`src/rtl/abus_slave_pkg.sv`:
```
// Shared abus encodings: slave FSM state constants and the error read-data pattern.
package abus_slave_pkg;

    typedef enum logic [1:0] {
        S_IDLE   = 2'd0,
        S_ACCESS = 2'd1,
        S_WAIT   = 2'd2,
        S_ACK    = 2'd3
    } abus_slv_state_e;

    localparam int ABUS_MAX_DW = 64;

    // Returned on a timed-out read; sliced down to the bus data width by each user.
    localparam logic [ABUS_MAX_DW-1:0] ABUS_ERR_DATA = '1;

    localparam int ABUS_WCNT_W = 8;

    function automatic logic [ABUS_WCNT_W-1:0] wait_sat_inc(input logic [ABUS_WCNT_W-1:0] cnt);
        return (cnt == {ABUS_WCNT_W{1'b1}}) ? cnt : cnt + 1'b1;
    endfunction

endpackage

```
`src/rtl/abus_addr_decode.sv`:
```
// Combinational window compare of a bus address against an aligned base; also used by
// the fabric's default-slave logic.
module abus_addr_decode
    import abus_slave_pkg::*;
#(
    parameter int                    ADDR_WIDTH = 16,
    parameter logic [ADDR_WIDTH-1:0] BASE_ADDR  = 16'h0100,
    parameter int                    LOCAL_AW   = 8
) (
    input  logic [ADDR_WIDTH-1:0] addr,
    output logic                  in_window,
    output logic [LOCAL_AW-1:0]   offset
);

    localparam logic [ADDR_WIDTH-LOCAL_AW-1:0] BASE_HI = BASE_ADDR[ADDR_WIDTH-1:LOCAL_AW];

    always_comb begin
        in_window = (addr[ADDR_WIDTH-1:LOCAL_AW] == BASE_HI);
        offset    = addr[LOCAL_AW-1:0];
    end

endmodule

```
`src/rtl/abus_slave.sv`:
```
// abus responder: turns a decoded bus order into one register-file strobe, waits for
// reg_ready with timeout/abort, and holds the acknowledge until the master drops abus_req.
module abus_slave
    import abus_slave_pkg::*;
#(
    parameter int                    ADDR_WIDTH = 16,
    parameter int                    DATA_WIDTH = 16,
    parameter logic [ADDR_WIDTH-1:0] BASE_ADDR  = 16'h0100,
    parameter int                    LOCAL_AW   = 8,
    parameter int                    WAIT_MAX   = 15
) (
    input  logic                  abus_clk,
    input  logic                  abus_rst,
    input  logic                  abus_req,
    input  logic                  abus_write,
    input  logic                  abus_read,
    input  logic                  abus_abort,
    input  logic [ADDR_WIDTH-1:0] abus_maddress,
    input  logic [DATA_WIDTH-1:0] abus_mwdata,
    output logic                  abus_ack,
    output logic [DATA_WIDTH-1:0] abus_srdata,
    output logic                  abus_sel,
    output logic                  abus_serr,
    output logic [LOCAL_AW-1:0]   reg_addr,
    output logic [DATA_WIDTH-1:0] reg_wdata,
    output logic                  reg_we,
    output logic                  reg_re,
    input  logic [DATA_WIDTH-1:0] reg_rdata,
    input  logic                  reg_ready
);

    localparam logic [ABUS_WCNT_W-1:0] WAIT_LIM = ABUS_WCNT_W'(WAIT_MAX);
    localparam logic [DATA_WIDTH-1:0]  ERR_DATA = ABUS_ERR_DATA[DATA_WIDTH-1:0];

    abus_slv_state_e         state_q, state_d;
    logic                    dir_wr_q, dir_wr_d;
    logic [LOCAL_AW-1:0]     addr_q, addr_d;
    logic [DATA_WIDTH-1:0]   wdata_q, wdata_d;
    logic                    sel_q, sel_d;
    logic                    serr_q, serr_d;
    logic [DATA_WIDTH-1:0]   srdata_q, srdata_d;
    logic [ABUS_WCNT_W-1:0]  cnt_q, cnt_d;

    logic                    in_window;
    logic [LOCAL_AW-1:0]     offset;
    logic                    hit;

    abus_addr_decode #(
        .ADDR_WIDTH (ADDR_WIDTH),
        .BASE_ADDR  (BASE_ADDR),
        .LOCAL_AW   (LOCAL_AW)
    ) u_decode (
        .addr      (abus_maddress),
        .in_window (in_window),
        .offset    (offset)
    );

    assign hit = abus_req & in_window;

    always_comb begin
        state_d  = state_q;
        dir_wr_d = dir_wr_q;
        addr_d   = addr_q;
        wdata_d  = wdata_q;
        sel_d    = sel_q;
        serr_d   = serr_q;
        srdata_d = srdata_q;
        cnt_d    = cnt_q;

        case (state_q)
            S_IDLE: begin
                if (hit) begin
                    if (abus_write ^ abus_read) begin
                        state_d  = S_ACCESS;
                        addr_d   = offset;
                        wdata_d  = abus_mwdata;
                        dir_wr_d = abus_write;
                        sel_d    = 1'b1;
                    end else if (abus_abort || (abus_write && abus_read)) begin
                        // Both orders at once is illegal and is answered like an abort.
                        state_d  = S_ACK;
                        sel_d    = 1'b1;
                        serr_d   = 1'b1;
                        srdata_d = '0;
                    end
                end
            end

            S_ACCESS: begin
                cnt_d   = '0;
                state_d = S_WAIT;
            end

            S_WAIT: begin
                if (reg_ready) begin
                    state_d = S_ACK;
                    if (!dir_wr_q) begin
                        srdata_d = reg_rdata;
                    end
                end else if (abus_abort) begin
                    state_d = S_ACK;
                    serr_d  = 1'b1;
                end else if (cnt_q + 1'b1 == WAIT_LIM) begin
                    // Timeout fires on the WAIT_MAX-th cycle spent waiting.
                    state_d = S_ACK;
                    serr_d  = 1'b1;
                    cnt_d   = WAIT_LIM;
                    if (!dir_wr_q) begin
                        srdata_d = ERR_DATA;
                    end
                end else begin
                    cnt_d = wait_sat_inc(cnt_q);
                end
            end

            S_ACK: begin
                if (!abus_req) begin
                    state_d  = S_IDLE;
                    sel_d    = 1'b0;
                    serr_d   = 1'b0;
                    srdata_d = '0;
                end
            end

            default: begin
                state_d = S_IDLE;
            end
        endcase
    end

    always_ff @(posedge abus_clk) begin
        if (abus_rst) begin
            state_q  <= S_IDLE;
            dir_wr_q <= 1'b0;
            addr_q   <= '0;
            wdata_q  <= '0;
            sel_q    <= 1'b0;
            serr_q   <= 1'b0;
            srdata_q <= '0;
            cnt_q    <= '0;
        end else begin
            state_q  <= state_d;
            dir_wr_q <= dir_wr_d;
            addr_q   <= addr_d;
            wdata_q  <= wdata_d;
            sel_q    <= sel_d;
            serr_q   <= serr_d;
            srdata_q <= srdata_d;
            cnt_q    <= cnt_d;
        end
    end

    // Strobes exist only in the single S_ACCESS cycle, so one per transfer at most.
    always_comb begin
        abus_ack    = (state_q == S_ACK);
        abus_sel    = sel_q;
        abus_serr   = serr_q;
        abus_srdata = srdata_q;
        reg_addr    = addr_q;
        reg_wdata   = wdata_q;
        reg_we      = (state_q == S_ACCESS) &&  dir_wr_q;
        reg_re      = (state_q == S_ACCESS) && !dir_wr_q;
    end

endmodule
```
`config.mk`:
```
export PLATFORM = sky130hd
export DESIGN_NAME = abus_slave
export DESIGN_NICKNAME = d
export VERILOG_FILES = /design/src/rtl/abus_slave_pkg.sv /design/src/rtl/abus_addr_decode.sv /design/src/rtl/abus_slave.sv
export SDC_FILE = /design/constraint.sdc
export NUM_CORES = 1
export LEC_CHECK = 0
export CAP_MARGIN = 20
export CORE_ASPECT_RATIO = 0.75
export CORE_MARGIN = 4
export CORE_UTILIZATION = 39
export CTS_CLUSTER_SIZE = 12
export DETAILED_ROUTE_END_ITERATION = 7
export GPL_TIMING_DRIVEN = 0
export PLACE_DENSITY = 0.76
export SYNTH_ARGS = -nofsm -noshare
export SYNTH_HDL_FRONTEND = slang
export SYNTH_SLANG_ARGS = --single-unit
```
`constraint.sdc`:
```
create_clock -name abus_clk -period 1.8 [get_ports abus_clk]
set_clock_uncertainty 0.05 [all_clocks]
set_input_delay 0.27 -clock abus_clk [delete_from_list [all_inputs] [get_ports abus_clk]]
set_output_delay 0.27 -clock abus_clk [all_outputs]
set_load 0.05 [all_outputs]
```
==> impl_metrics.py <==
metrics = {
    "floorplan": {
        "design.die.area_um2": 7687,
        "area_of_the_core_region_um2": 5976,
        "die-height_um": 76.94,
        "io_pins": 100,
        "initial_core_util_pct": 41.35,
        "rows": 24,
        "fp.dieW_um": 99.92,
    },
    "power": {
        "vdd.ir_drop.worst_mv": 0.4564,
        "power.leakage_uw": 0.002156,
        "p_per_area_nw_per_um2": 1122,
        "power.total_uw": 4533,
    },
    "layout": {
        "fin_nets": 443,
        "antenna_cells_inserted": 0,
        "nFillCells": 490,
        "final_layout_size_suffix_gt1_share_pct": 21.26,
        "synthToLayoutAreaGrowth_pct": 63.54,
        "layout.area.seq_um2": 1066,
        "multi_input_comb_area_um2": 1460,
    },
    "global_route": {
        "vias_in_the_first_global_route": 2200,
        "grt_max_degree": 17,
        "top_usage_layer": "met2",
        "grt_antenna_before_repair": 0,
        "grt_overflow": 0,
        "global_route.usage.total_pct": 17.40,
        "global_route.usage.met1_pct": 23.33,
        "gr-usage-met3_pct": 5.984,
        "grt_pass1_wl_um": 10810,
        "use_met2_pct": 26.17,
    },
    "synth": {
        "ys_ff_latch": 53,
        "synthArstFlopShare_pct": 0,
        "dominantRegCellSynth": "sky130_fd_sc_hd__dfxtp_1",
        "dominant_cell_type_by_area_after_synthesis": "sky130_fd_sc_hd__dfxtp_1",
        "synthDistinctLibCells": 40,
        "synth_edf_count": 0,
        "synth_largest_type_area_fraction_pct": 42.94,
        "synthMostInstantiatedCell": "sky130_fd_sc_hd__dfxtp_1",
        "synth_cells": 264,
        "syn-cell-area_um2": 2471,
        "synthTopCellsByCount": "53 x sky130_fd_sc_hd__dfxtp_1, 30 x sky130_fd_sc_hd__nor2_1, 27 x sky130_fd_sc_hd__inv_1, 27 x sky130_fd_sc_hd__mux2i_1, 17 x sky130_fd_sc_hd__nor3_1",
        "yosysSeqAreaShare_pct": 42.94,
        "synthesis.nets": 327,
        "synth_area_per_cell_um2": 9.360,
        "synth_top_cells_by_area": "sky130_fd_sc_hd__dfxtp_1 43%, sky130_fd_sc_hd__mux2i_1 11%, sky130_fd_sc_hd__a211oi_2 5.1%",
        "yosysWarningCount": 0,
    },
    "worst_setup_path": {
        "reg2reg_depth": 4,
        "critical_path_class": "flip-flop to primary output",
        "crit_cells": 1,
        "cp_data_required_time_ns": 1.48,
        "critical_path.cell_chain": "clkdlybuf4s50_1",
        "crit_slowest_cell": "sky130_fd_sc_hd__clkdlybuf4s50_1",
        "critPathTopFamily": "buffers and inverters",
        "crit_fanout": 2,
        "critical_path_buf_inv_count": 1,
        "crit-reg2reg-launch": "cnt_q[7]$_SDFFE_PP0P_",
        "crit_path_to": "abus_srdata[12]",
        "endpoint_kind": "primary output",
        "timing.critical_path.slowest_cell_delay_ns": 0.81,
        "crit_path_start_kind": "flip-flop",
        "reg2reg_setup_slack_ns": 0.02,
        "critical_path_arrival_ns": 1.47,
        "r2r_end": "abus_serr$_SDFFE_PP0P_",
        "startpoint": "abus_srdata[12]$_SDFFE_PP0P_",
    },
    "sta": {
        "grt_setup_unrepaired": "true",
        "setup_ws_ns": 0.01411,
        "setup_viol": 0,
        "timing_max_transition_violations_final": 0,
        "final_hold_viol_count": 0,
        "timing.max_slew.rel_slack_pct": 64.45,
        "timing.final.crit_period_ns": 1.786,
        "clock.fmax_mhz": 559.9,
        "timing_worst_slew_pin_value_ns": 0.5324,
        "layout_worst_path_cycle_share_pct": 99.22,
    },
    "detailed_routing": {
        "final_antenna_net_count": 0,
        "wl_per_cell_um": 15.89,
        "drtIter0Drc": 105,
        "via_per_inst": 5.237,
        "drt-total-wl_um": 7294,
        "drt_pre_antenna_iters": 4,
        "detailed_route_via_count": 2404,
        "drcViolationCount": 0,
    },
    "status": {
        "outcome": "completed",
    },
    "place": {
        "buffer_ports.inserted": 98,
        "detailed_place_hpwl_um": 5014,
        "dpl_worst_slack_ns": -0.7138,
        "gp_congestion": 0.8974,
    },
    "clock_network": {
        "clk_path_buf_depth": 2,
        "number_of_buffers_added_by_the_clock_tree_synthesis_step": 5,
        "tritoncts": "done",
        "clk-insertion-delay-late_ns": 0.30,
        "cts.root.buffer_cell": "sky130_fd_sc_hd__clkbuf_8",
        "cts.sink_count": 53,
        "cts.hold.buffers_added": 0,
        "h-tree-depth": 2,
        "clkSlewWorstSetupHoldPaths_ns": 0.10,
    },
    "job": {
        "maxCapViolCount": 0,
    },
    "hold_path": {
        "hold_path.class": "input pin to flip-flop",
    },
}
[flip-flops by register name, indices dropped and copies added (netlist names)]
register / cells
reg_addr: 8
reg_wdata: 16
cnt_q: 8
abus_sel: 1
state_q: 2
abus_srdata: 16
abus_serr: 1
dir_wr_q: 1
[area by class of cell]
class                   count  share of cell area (%)
well taps                  78                   2.415
flip-flops and latches     53                   26.38
inverters                  27                   2.508
clock buffers               6                   1.796
clock inverters             2                  0.2477
plain buffers              11                   2.012
repair buffers            110                   28.51
multi-input cells         172                   36.13
[cell usage in the layout (no fill, tap or decap), types with 4 or more instances in the layout]
master and n:
sky130_fd_sc_hd__a21oi_1 7, sky130_fd_sc_hd__clkbuf_1 5, sky130_fd_sc_hd__inv_1 26, sky130_fd_sc_hd__nor2_1 28, sky130_fd_sc_hd__dlymetal6s2s_1 33, sky130_fd_sc_hd__o21ai_0 4, sky130_fd_sc_hd__mux2i_1 26, sky130_fd_sc_hd__a211oi_2 16
sky130_fd_sc_hd__nor3_1 17, sky130_fd_sc_hd__dfxtp_2 4, sky130_fd_sc_hd__buf_6 8, sky130_fd_sc_hd__nand2_1 10, sky130_fd_sc_hd__buf_4 8, sky130_fd_sc_hd__nand3_1 4, sky130_fd_sc_hd__dlygate4sd2_1 13, sky130_fd_sc_hd__clkbuf_8 5
sky130_fd_sc_hd__clkdlybuf4s50_1 48, sky130_fd_sc_hd__dfxtp_1 49, sky130_fd_sc_hd__ha_2 4
[kinds of logic (layout without fill, tap and decap cells)]
group / after synthesis / count (layout) / synth area share [%]
and+or+nand+nor: 81 / 81 / 16.35
xor gates and xnor gates: 2 / 2 / 0.7090
buffers and inverters: 39 / 156 / 7.240
DFF: 53 / 53 / 42.94
AOI/OAI and AO/OA: 54 / 54 / 17.77
muxes: 27 / 27 / 10.94
adders and majority gates: 8 / 8 / 4.051
[worst min path at each step]
stage	depth (start not counted)	startpoint	to
after CTS	2	abus_rst	cnt_q[7]$_SDFFE_PP0P_
after global placement	2	abus_srdata[9]$_SDFFE_PP0P_	abus_srdata[9]$_SDFFE_PP0P_
final	3	abus_write	dir_wr_q$_SDFFE_PP0P_
after floorplan	2	abus_write	dir_wr_q$_SDFFE_PP0P_
after detailed placement	2	abus_srdata[1]$_SDFFE_PP0P_	abus_srdata[1]$_SDFFE_PP0P_
after global routing	3	abus_write	dir_wr_q$_SDFFE_PP0P_
[through the flow]
step | instances | cell area (um^2) | hold WS [ns] | util, % | TNS, ns
global route | 459 | 4041 | 0.2298 | 67.63 | -0.5906
detailed placement | 440 | 3552 | 0.4031 | 59.44 | -24.08
floorplan | 264 | 2474 | 0.3639 | - | 0
CTS | 451 | 3721 | 0.3868 | 62.27 | -0.07534
finish | 459 | 4041 | 0.2221 | 67.63 | 0
global placement | 440 | 3552 | 0.3937 | 59.44 | -22.97
[per-layer routing]
| metal | part of all wire, % | vias to the layer above | wire length (um) |
|---|---|---|---|
| met2 | 48 | 102 | 3511 |
| li1 | - | 1162 | - |
| met4 | 1.2 | 0 | 89 |
| met3 | 9.8 | 14 | 718 |
| met5 | 0 | - | 0 |
| met1 | 41 | 1126 | 2974 |
[where the power goes]
part           internal [uW]  total, uW  switching [uW]
combinational           1030       2490            1460
clock                    271        651             380
sequential              1320       1390            75.5
[repair_timing]
item                                    in CTS  in global routing
pin swaps                                    5                 12
gates resized for setup                     46                 80
setup buffers                                3                  7
endpoints found under the setup margin      59                 78
gates cloned                                 1                  1
Power figures use the tool's default switching activity.
